## src/rtl/sdram_sched_pkg.sv

```systemverilog
// Shared encodings for the SDRAM burst scheduler: engine command types and FSM states.
package sdram_sched_pkg;

   typedef enum logic [1:0] {
      CMD_NONE = 2'b00,
      CMD_WR   = 2'b01,
      CMD_RD   = 2'b10,
      CMD_REF  = 2'b11
   } cmd_type_t;

   typedef enum logic [1:0] {
      S_INIT  = 2'b00,
      S_IDLE  = 2'b01,
      S_ISSUE = 2'b10,
      S_BUSY  = 2'b11
   } state_t;

endpackage

```

## src/rtl/sdram_ref_timer.sv

```systemverilog
// Auto-refresh interval timer: raises ref_pending every REF_CYCLES enabled cycles and
// flags a sticky overrun when an interval expires before the previous refresh was served.
module sdram_ref_timer #(
   parameter int REF_CYCLES = 390
) (
   input  logic clk_50m,
   input  logic rst_n,
   input  logic en,
   input  logic ref_clr,
   output logic ref_pending,
   output logic ref_overrun
);

   localparam int CNT_W = $clog2(REF_CYCLES + 1);

   logic [CNT_W-1:0] cnt_r;
   logic             pending_r;
   logic             overrun_r;
   logic             tc_s;

   assign tc_s = en && (cnt_r == CNT_W'(REF_CYCLES - 1));

   // Interval counter, pending flag (a new expiry wins over a same-cycle clear) and overrun.
   always_ff @(posedge clk_50m or negedge rst_n) begin
      if (!rst_n) begin
         cnt_r     <= {CNT_W{1'b0}};
         pending_r <= 1'b0;
         overrun_r <= 1'b0;
      end else begin
         if (!en || tc_s) begin
            cnt_r <= {CNT_W{1'b0}};
         end else begin
            cnt_r <= cnt_r + CNT_W'(1);
         end
         if (tc_s) begin
            pending_r <= 1'b1;
         end else if (ref_clr) begin
            pending_r <= 1'b0;
         end else begin
            pending_r <= pending_r;
         end
         if (tc_s && pending_r && !ref_clr) begin
            overrun_r <= 1'b1;
         end else begin
            overrun_r <= overrun_r;
         end
      end
   end

   assign ref_pending = pending_r;
   assign ref_overrun = overrun_r;

endmodule

```

## src/rtl/sdram_burst_sched.sv

```systemverilog
// Burst scheduler between the user FIFOs and the SDRAM command engine: arbitrates refresh,
// write and read bursts, one outstanding command at a time, with wrapping burst addresses.
module sdram_burst_sched
   import sdram_sched_pkg::*;
#(
   parameter int ADDR_W     = 24,
   parameter int LVL_W      = 10,
   parameter int BURST_LEN  = 128,
   parameter int WR_MIN     = 0,
   parameter int WR_MAX     = 1024,
   parameter int RD_MIN     = 0,
   parameter int RD_MAX     = 1024,
   parameter int REF_CYCLES = 390
) (
   input  logic              clk_50m,
   input  logic              rst_n,
   input  logic              sdram_init_done,
   input  logic              rd_enable,
   input  logic [LVL_W-1:0]  wrf_level,
   input  logic [LVL_W-1:0]  rdf_level,
   output logic              cmd_valid,
   output logic [1:0]        cmd_type,
   output logic [ADDR_W-1:0] cmd_addr,
   output logic [LVL_W-1:0]  cmd_len,
   input  logic              cmd_ready,
   input  logic              cmd_done,
   output logic              ref_overrun
);

   localparam logic [LVL_W:0]    WR_THRESH = (LVL_W + 1)'(BURST_LEN);
   localparam logic [LVL_W:0]    RD_THRESH = (LVL_W + 1)'((2 ** LVL_W) - BURST_LEN);
   localparam logic [ADDR_W:0]   BURST_A   = (ADDR_W + 1)'(BURST_LEN);
   localparam logic [ADDR_W:0]   WR_MAX_A  = (ADDR_W + 1)'(WR_MAX);
   localparam logic [ADDR_W:0]   RD_MAX_A  = (ADDR_W + 1)'(RD_MAX);
   localparam logic [ADDR_W-1:0] WR_MIN_A  = ADDR_W'(WR_MIN);
   localparam logic [ADDR_W-1:0] RD_MIN_A  = ADDR_W'(RD_MIN);

   logic              sync1_r;
   logic              init_sync_r;
   state_t            state_r;
   cmd_type_t         cur_op_r;
   cmd_type_t         last_op_r;
   logic [ADDR_W-1:0] wr_addr_r;
   logic [ADDR_W-1:0] rd_addr_r;
   logic              cmd_valid_r;
   cmd_type_t         cmd_type_r;
   logic [ADDR_W-1:0] cmd_addr_r;
   logic [LVL_W-1:0]  cmd_len_r;

   logic              wr_ok_s;
   logic              rd_ok_s;
   cmd_type_t         sel_s;
   logic [ADDR_W:0]   wr_sum_s;
   logic [ADDR_W:0]   rd_sum_s;
   logic [ADDR_W-1:0] wr_next_s;
   logic [ADDR_W-1:0] rd_next_s;
   logic [ADDR_W-1:0] issue_addr_s;
   logic              ref_pending_s;
   logic              ref_clr_s;

   // Two-flop synchronizer for the asynchronous init-complete flag.
   always_ff @(posedge clk_50m or negedge rst_n) begin
      if (!rst_n) begin
         sync1_r     <= 1'b0;
         init_sync_r <= 1'b0;
      end else begin
         sync1_r     <= sdram_init_done;
         init_sync_r <= sync1_r;
      end
   end

   assign wr_ok_s   = ({1'b0, wrf_level} >= WR_THRESH);
   assign rd_ok_s   = rd_enable && ({1'b0, rdf_level} <= RD_THRESH);
   assign wr_sum_s  = {1'b0, wr_addr_r} + BURST_A;
   assign rd_sum_s  = {1'b0, rd_addr_r} + BURST_A;
   assign ref_clr_s = (state_r == S_BUSY) && cmd_done && (cur_op_r == CMD_REF);

   // Arbitration (refresh first, then write/read alternating) and wrapped next addresses.
   always_comb begin
      sel_s        = CMD_NONE;
      wr_next_s    = wr_sum_s[ADDR_W-1:0];
      rd_next_s    = rd_sum_s[ADDR_W-1:0];
      issue_addr_s = {ADDR_W{1'b0}};
      if (ref_pending_s) begin
         sel_s = CMD_REF;
      end else if (wr_ok_s && rd_ok_s) begin
         sel_s = (last_op_r == CMD_WR) ? CMD_RD : CMD_WR;
      end else if (wr_ok_s) begin
         sel_s = CMD_WR;
      end else if (rd_ok_s) begin
         sel_s = CMD_RD;
      end else begin
         sel_s = CMD_NONE;
      end
      if (wr_sum_s >= WR_MAX_A) begin
         wr_next_s = WR_MIN_A;
      end else begin
         wr_next_s = wr_sum_s[ADDR_W-1:0];
      end
      if (rd_sum_s >= RD_MAX_A) begin
         rd_next_s = RD_MIN_A;
      end else begin
         rd_next_s = rd_sum_s[ADDR_W-1:0];
      end
      case (sel_s)
         CMD_WR:  issue_addr_s = wr_addr_r;
         CMD_RD:  issue_addr_s = rd_addr_r;
         default: issue_addr_s = {ADDR_W{1'b0}};
      endcase
   end

   // Scheduler FSM with registered command outputs and burst address generators.
   always_ff @(posedge clk_50m or negedge rst_n) begin
      if (!rst_n) begin
         state_r     <= S_INIT;
         cur_op_r    <= CMD_NONE;
         last_op_r   <= CMD_RD;
         wr_addr_r   <= WR_MIN_A;
         rd_addr_r   <= RD_MIN_A;
         cmd_valid_r <= 1'b0;
         cmd_type_r  <= CMD_NONE;
         cmd_addr_r  <= {ADDR_W{1'b0}};
         cmd_len_r   <= {LVL_W{1'b0}};
      end else begin
         case (state_r)
            S_INIT: begin
               cmd_valid_r <= 1'b0;
               cmd_type_r  <= CMD_NONE;
               state_r     <= init_sync_r ? S_IDLE : S_INIT;
            end
            S_IDLE: begin
               if (!init_sync_r) begin
                  state_r <= S_INIT;
               end else if (sel_s != CMD_NONE) begin
                  cmd_valid_r <= 1'b1;
                  cmd_type_r  <= sel_s;
                  cur_op_r    <= sel_s;
                  cmd_addr_r  <= issue_addr_s;
                  cmd_len_r   <= (sel_s == CMD_REF) ? {LVL_W{1'b0}} : LVL_W'(BURST_LEN);
                  state_r     <= S_ISSUE;
               end else begin
                  state_r <= S_IDLE;
               end
            end
            S_ISSUE: begin
               if (!init_sync_r) begin
                  cmd_valid_r <= 1'b0;
                  cmd_type_r  <= CMD_NONE;
                  cmd_addr_r  <= {ADDR_W{1'b0}};
                  cmd_len_r   <= {LVL_W{1'b0}};
                  state_r     <= S_INIT;
               end else if (cmd_ready) begin
                  cmd_valid_r <= 1'b0;
                  cmd_type_r  <= CMD_NONE;
                  state_r     <= S_BUSY;
               end else begin
                  state_r <= S_ISSUE;
               end
            end
            S_BUSY: begin
               if (cmd_done) begin
                  case (cur_op_r)
                     CMD_WR: begin
                        wr_addr_r <= wr_next_s;
                        last_op_r <= CMD_WR;
                     end
                     CMD_RD: begin
                        rd_addr_r <= rd_next_s;
                        last_op_r <= CMD_RD;
                     end
                     default: last_op_r <= last_op_r;
                  endcase
                  state_r <= init_sync_r ? S_IDLE : S_INIT;
               end else begin
                  state_r <= S_BUSY;
               end
            end
            default: state_r <= S_INIT;
         endcase
      end
   end

   sdram_ref_timer #(
      .REF_CYCLES (REF_CYCLES)
   ) u_ref_timer (
      .clk_50m     (clk_50m),
      .rst_n       (rst_n),
      .en          (init_sync_r),
      .ref_clr     (ref_clr_s),
      .ref_pending (ref_pending_s),
      .ref_overrun (ref_overrun)
   );

   assign cmd_valid = cmd_valid_r;
   assign cmd_type  = cmd_type_r;
   assign cmd_addr  = cmd_addr_r;
   assign cmd_len   = cmd_len_r;

endmodule
```

## config.mk

```make
export PLATFORM = sky130hd
export DESIGN_NAME = sdram_burst_sched
export DESIGN_NICKNAME = d
export VERILOG_FILES = /design/src/rtl/sdram_sched_pkg.sv /design/src/rtl/sdram_ref_timer.sv /design/src/rtl/sdram_burst_sched.sv
export SDC_FILE = /design/constraint.sdc
export NUM_CORES = 1
export LEC_CHECK = 0
export CAP_MARGIN = 20
export CORE_UTILIZATION = 57
export CTS_BUF_LIST = sky130_fd_sc_hd__clkbuf_4 sky130_fd_sc_hd__clkbuf_8 sky130_fd_sc_hd__clkbuf_16
export DETAILED_ROUTE_END_ITERATION = 6
export DONT_BUFFER_PORTS = 1
export MAX_ROUTING_LAYER = met4
export PLACE_DENSITY_LB_ADDON = 0.15
export SLEW_MARGIN = 20
export SYNTH_ARGS = -nofsm -noshare
export SYNTH_HDL_FRONTEND = slang
export SYNTH_SLANG_ARGS = --single-unit
```

## constraint.sdc

```tcl
create_clock -name clk_50m -period 2.7 [get_ports clk_50m]
set_input_delay 0.135 -clock clk_50m [delete_from_list [all_inputs] [get_ports clk_50m]]
set_output_delay 0.135 -clock clk_50m [all_outputs]
set_load 0.005 [all_outputs]
```

==> run_results.csv, run 1 <==
group,metric,value,unit
floorplan,initial_core_util,60.23,%
synthesis,synth_warnings,0,
power_and_ir_drop,power,0.002851,W
synthesis,synth-seq-cells,75,
setup_path,start_kind,"flop",
setup_path,end_kind,"flop",
synthesis,synth_top_area_share,47.60,%
sta,skew,0.009039,ns
sta,post-route-min-period,2.642,ns
clock_network,path_clk_slew,0.08,ns
power_and_ir_drop,p_leak,1.916,nW
placement,dp.cells,458,
synthesis,netlist_instances,401,
placement,globalplace.congestion,0.8620,
final_layout,drive_gt1_share,12.56,%
job,maxCapViolCount,0,
route,dr_total_vias,2986,
grt,grt_max_degree,76,
final_layout,fill_cells,528,
route,wire_per_inst,17.38,um
floorplan,num_io_pins,64,
worst_hold_path,hold_path_depth,4,
sta,hold_violations,0,
power_and_ir_drop,internal_power,0.001937,W
grt,grt_pass1_vias,2685,
power_and_ir_drop,power.switching,0.0009139,W
clock_network,insertion_delay,0.35,ns
clock_network,clockBufferDepth,2,
floorplan,die_h,84.61,um
floorplan,num_rows,29,
synthesis,yosysSeqAreaShare,48.28,%
sta,clock.fmax,378.5,MHz
setup_path,cp_data_required_time,2.89,ns
synthesis,synthTopCellsByArea,"dfrtp_1, nand2_1, and2_1",
power_and_ir_drop,seq_power_share,47.1,%
sta,worstMarginPinSlew,1.060,ns
final_layout,antennaDiodeCount,0,
synthesis,synth_enable_flop_cells,0,
setup_path,reg2reg_from,"last_op_r[1]$_DFFE_PN1P_",
route,via_per_inst,6.182,
power_and_ir_drop,p_clk_share,30.8,%
grt,grt_pass1_wl,13140,um
setup_path,worstPathMaxFanout,17,
synthesis,ys_dominant_reg_cell,"dfrtp_1",
outcome,status,"finished, violations left",
floorplan,die-area,7159,um^2
route,drt-initial-drc-count,294,
grt,overflow,0,
placement,port_buffers,0,
clock_network,cts_tree,"built",
worst_hold_path,hold_path_class,"input pin to flop",
grt,grt_usage,24.49,%
final_layout,nets,437,
route,drc,7,
clock_network,htreeDepth,3,
final_layout,final_core_util,66.82,%
setup_path,r2r_end,"cmd_addr[16]$_DFFE_PN0P_",
synthesis,postSynthAreaPerCell,9.701,um^2
placement,dp_hpwl,5414,um
synthesis,async_reset_ff_share,100.0,%
clock_network,cts.sinks,75,
route,ant_nets,0,
setup_path,ff2ff_path_depth,12,
synthesis,syn_area,3890,um^2
synthesis,ys_types,52,
setup_path,path_class,"flop to flop",
floorplan,die_w,84.61,um
final_layout,final_cells,483,
sta,holdWs,0.1105,ns
sta,setup_viol,0,
power_and_ir_drop,p_per_area,660.7,nW/um^2
sta,period_share,97.85,%
worst_hold_path,holdPathEnd,"state_r[0]$_DFF_PN0_",
worst_hold_path,hold_path_startpoint,"cmd_ready",
sta,fin_ws,0.05794,ns
synthesis,yosysMostFrequentCell,"dfrtp_1",
power_and_ir_drop,netSwitchingFraction,32.05,%
power_and_ir_drop,combPwrFrac,22.1,%
setup_path,cp.arrival,2.83,ns
clock_network,cts-root-buf,"clkbuf_8",
setup_path,reg2reg_slack,0.06,ns
clock_network,cts-buffers-inserted,9,
sta,slew_headroom,29.13,%
floorplan,core,6459,um^2
route,first_pass_iters,7,
outcome,violations,"DRC",
synthesis,synth_commonest_cells,"dfrtp_1, nand2_1, and2_1",
sta,slew_viol_final,0,
route,drt-total-wl,8393,um
final_layout,area_growth,10.94,%
placement,dp_slack,0.0008025,ns
synthesis,synth_area_leader_cell,"dfrtp_1",
power_and_ir_drop,ir_drop,347.9,uV
grt,antenna_found_initial,0,
-- repair_timing --
item | in CTS | in global routing
endpoints found under the hold margin | 78 | 0
endpoints found under the setup margin | 5 | 18
setup buffers | 1 | 3
gates cloned | 0 | 1
pin swaps | 0 | 1
hold buffers | 4 | 0
gates resized for setup | 2 | 19
-- layout by cell type (no fill, tap or decap), drive strengths merged, types with 4 or more instances in the layout --
cell type	n
a21o	6
a21oi	10
a22oi	19
and2	27
and3	4
buf	10
clkbuf	15
conb	9
dfrtp	74
ha	10
inv	14
nand2	48
nand2b	6
nand3	14
nand4	13
nor2	25
nor3	9
nor3b	5
nor4	10
o21ai	11
o31ai	18
xnor2	5
xor2	4
-- power by group through the flow --
stage               registers [W]  clock network (W)  logic, W
global placement          0.00135                  0  0.000471
CTS                       0.00134           0.000898  0.000524
global route              0.00136           0.000943  0.000695
floorplan                 0.00131                  0  0.000380
finish                    0.00134           0.000879  0.000630
detailed placement        0.00136                  0  0.000479
-- worst max-delay path by stage --
| stage | slack [ns] | cells after the start | start | to |
|---|---|---|---|---|
| global route | -0.09 | 8 | last_op_r[1]$_DFFE_PN1P_ | cmd_addr[20]$_DFFE_PN0P_ |
| detailed placement | 0.0008 | 11 | last_op_r[1]$_DFFE_PN1P_ | cmd_addr[15]$_DFFE_PN0P_ |
| floorplan | 0.003 | 13 | last_op_r[1]$_DFFE_PN1P_ | cmd_addr[14]$_DFFE_PN0P_ |
| global placement | 0.10 | 11 | last_op_r[1]$_DFFE_PN1P_ | cmd_addr[14]$_DFFE_PN0P_ |
| finish | 0.06 | 12 | last_op_r[1]$_DFFE_PN1P_ | cmd_addr[16]$_DFFE_PN0P_ |
| CTS | -0.0004 | 11 | last_op_r[1]$_DFFE_PN1P_ | cmd_addr[17]$_DFFE_PN0P_ |
-- per-layer routing --
metal	vias to the layer above	part of all wire (%)	track usage [%]
li1	1413	-	-
met1	1467	46	34.32
met2	92	47	36.36
met3	14	4.9	3.048
met4	0	1.3	9.861
met5	-	0	-
-- state kept, by name, summed over array words and instances, names as in the netlist, 2 cells and up --
register and cells:
rd_addr_r 17, state_r 2, cur_op_r 2, u_ref_timer.cnt_r 9, wr_addr_r 17, cmd_type 2, last_op_r 2, cmd_addr 18
-- area by class of cell --
class                           count  area, um^2  area share [%]
Multi-Input combinational cell    287        1923           44.56
Sequential cell                    75        1878           43.52
Clock buffer                       14       167.7           3.885
Timing Repair Buffer               14       162.7           3.769
Tap cell                           77       96.34           2.233
Inverter                           14       52.55           1.218
Clock inverter                      2       35.03          0.8118
-- critical path: stages (launching register included) --
cell	delay, ns
dfstp_2	0.53
nor2_1	0.04
o21ai_0	0.14
a41oi_1	0.08
o21bai_1	0.28
inv_1	0.10
ha_1	0.23
nand2b_4	0.15
or3b_4	0.41
o21a_4	0.15
clkbuf_16	0.18
nand2_1	0.12
o31ai_4	0.08
-- cell families (layout without fill, tap and decap cells) --
group	after synthesis	after routing	synth area share, %
fa+ha+maj	10	10	3.216
flops	75	75	48.28
xor+xnor	9	9	2.026
mux	5	5	1.383
buf+inv	47	44	6.175
compound gates	84	84	15.12
other cells	1	9	0.09640
simple gates	170	170	23.71
-- per-stage QoR --
stage               cell area, um^2    TNS (ns)
floorplan                      3920           0
detailed placement             3879           0
finish                         4315           0
global route                   4315      -1.011
CTS                            4156  -0.0004445
global placement               3879           0
(Power assumes the default switching activity.)
==> run 2: changes to the inputs <==
--- a/config.mk
+++ b/config.mk
@@ -8,6 +8,7 @@
 export CAP_MARGIN = 20
 export CORE_UTILIZATION = 57
 export CTS_BUF_LIST = sky130_fd_sc_hd__clkbuf_4 sky130_fd_sc_hd__clkbuf_8 sky130_fd_sc_hd__clkbuf_16
+export CTS_CLUSTER_SIZE = 16
 export DETAILED_ROUTE_END_ITERATION = 6
 export DONT_BUFFER_PORTS = 1
 export MAX_ROUTING_LAYER = met4
==> constraint.sdc (replaced) <==
create_clock -name clk_50m -period 2.7 [get_ports clk_50m]
set_input_delay 0.54 -clock clk_50m [delete_from_list [all_inputs] [get_ports clk_50m]]
set_output_delay 0.54 -clock clk_50m [all_outputs]
set_load 0.005 [all_outputs]
==> run 2 against run 1 <==
Net effect:
- the flow still finishes with violations (DRC)
- largest cell class is now registers
- power shrank 3.1%
- global-route usage grew 0.40 points
- combinational power shrank 10%
- sequential share of layout area grew 1.1 points
- highest routed layer unchanged
==> run_results.csv, run 2 (synthesis gave the netlist of run 1 again) <==
group,metric,value,unit
setup_path,path_class,"flop to flop",
outcome,violations,"DRC",
final_layout,design_area,4210,um^2
setup_path,worstPathMaxFanout,24,
setup_path,cp.arrival,2.81,ns
sta,worstMarginPinSlew,0.6528,ns
floorplan,num_rows,29,
power_and_ir_drop,ir_drop,317.2,uV
route,wire_per_inst,16.70,um
setup_path,end_kind,"flop",
placement,dpl_cell_area,3930,um^2
clock_network,insertion_delay,0.36,ns
clock_network,cts.sinks,75,
final_layout,final-seq-area,1878,um^2
power_and_ir_drop,power,0.002762,W
worst_hold_path,hold_path_class,"input pin to asynchronous set/reset pin",
floorplan,num_io_pins,64,
power_and_ir_drop,p_leak,1.876,nW
final_layout,drive_gt1_share,12.38,%
job,maxCapViolCount,0,
final_layout,layout_commonest_cell,"dfrtp_1",
placement,dp_hpwl,5496,um
sta,setup_tns,0,ns
final_layout,multiInputGateArea,1867,um^2
final_layout,final_core_util,65.19,%
setup_path,start_kind,"flop",
sta,slew_headroom,56.19,%
route,via_per_inst,6.102,
placement,globalplace.congestion,0.8823,
setup_path,reg2reg_from,"last_op_r[1]$_DFFE_PN1P_",
floorplan,initial_core_util,60.23,%
floorplan,die_w,84.61,um
final_layout,fill_cells,496,
route,dr_total_vias,2935,
grt,overflow,0,
placement,port_buffers,0,
clock_network,path_clk_slew,0.07,ns
power_and_ir_drop,p_per_area,655.9,nW/um^2
sta,post-route-min-period,2.569,ns
sta,clock.fmax,389.2,MHz
route,drt-initial-drc-count,222,
grt,grt_pass1_vias,2865,
setup_path,cp_data_required_time,2.95,ns
clock_network,cts-buffers-inserted,9,
sta,skew,0.01229,ns
sta,slew_viol_final,0,
final_layout,final_cell_mix,"dfrtp_1, nand2_1, and2_1, nor2_1, a22oi_1",
grt,grt_usage,24.89,%
floorplan,die_h,84.61,um
sta,period_share,95.16,%
final_layout,nets,435,
clock_network,cts_tree,"built",
grt,grt_pass1_wl,13520,um
final_layout,antennaDiodeCount,0,
grt,antenna_found_initial,0,
route,ant_nets,0,
floorplan,die-area,7159,um^2
final_layout,largest_reg_flops,18,
clock_network,clockBufferDepth,2,
sta,setup_viol,0,
outcome,status,"finished, violations left",
placement,dp_slack,-0.006240,ns
floorplan,core,6459,um^2
route,drc,6,
route,drt-total-wl,8031,um
clock_network,htreeDepth,3,
sta,hold_violations,0,
setup_path,startpoint,"last_op_r[1]$_DFFE_PN1P_",
clock_network,cts-root-buf,"clkbuf_8",
grt,grt_max_degree,75,
final_layout,area_growth,8.234,%
sta,fin_ws,0.1306,ns
route,first_pass_iters,7,
sta,rsz0062_at_grt,"false",
[run 2: final cells by class]
cell class / count / area share, %
multi-input combinational: 287 / 44.34
inverter: 14 / 1.248
sequential: 75 / 44.61
clock inverter: 5 / 1.308
clock buffer: 11 / 3.299
timing repair buffer: 12 / 2.912
tap: 77 / 2.288
[run 2: worst paths after layout]
path | to | slack [ns] | cells past startpoint
setup / recovery | cmd_addr[14]$_DFFE_PN0P_ | 0.13 | 11
hold / removal | last_op_r[1]$_DFFE_PN1P_ | 0.02 | 0
setup reg to reg | cmd_addr[14]$_DFFE_PN0P_ | 0.13 | 11
hold reg to reg | init_sync_r$_DFF_PN0_ | 0.36 | 0
max in group asynchronous | rd_addr_r[17]$_DFFE_PN0P_ | 2.34 | 1
min in group clk_50m | sync1_r$_DFF_PN0_ | 0.21 | 0
[run 2: timing repair]
item / 4_1_cts / 5_1_grt
pin swaps: 2 / 1
endpoints found under the setup margin: 6 / 19
endpoints found under the hold margin: 74 / 0
buffers inserted: 1 / 1
hold buffers: 1 / 0
gates resized for setup: 0 / 9
[run 2: stage by stage]
stage	std cells	hold WS, ns
finish	481	0.02376
detailed placement	462	0.2459
global placement	462	0.2459
CTS	480	0.01781
floorplan	409	0.2444
global route	481	0.005377
[run 2: metal layers]
metal,share of wire (%),wire [um],GRT usage [%],vias up
met5,0,0,-,-
met2,48,3836,37.92,83
met3,3.8,307,4.228,11
met4,1.2,95,8.937,0
li1,-,-,-,1404
met1,47,3791,33.74,1437
[run 2: critical path: stages (launching register included)]
cell      delay [ns]
dfstp_2         0.53
nor2_1          0.05
o21ai_2         0.14
a41oi_2         0.07
o21bai_1        0.22
inv_1           0.10
ha_1            0.21
nand2b_1        0.16
or3b_4          0.41
o21a_4          0.14
buf_12          0.15
o31ai_1         0.27
[run 2: where the power goes]
group / internal [W] / switching [W] / leakage (nW)
Combinational: 0.000216 / 0.000350 / 0.776
Sequential: 0.00122 / 0.000119 / 1.00
Clock: 0.000444 / 0.000416 / 0.0962
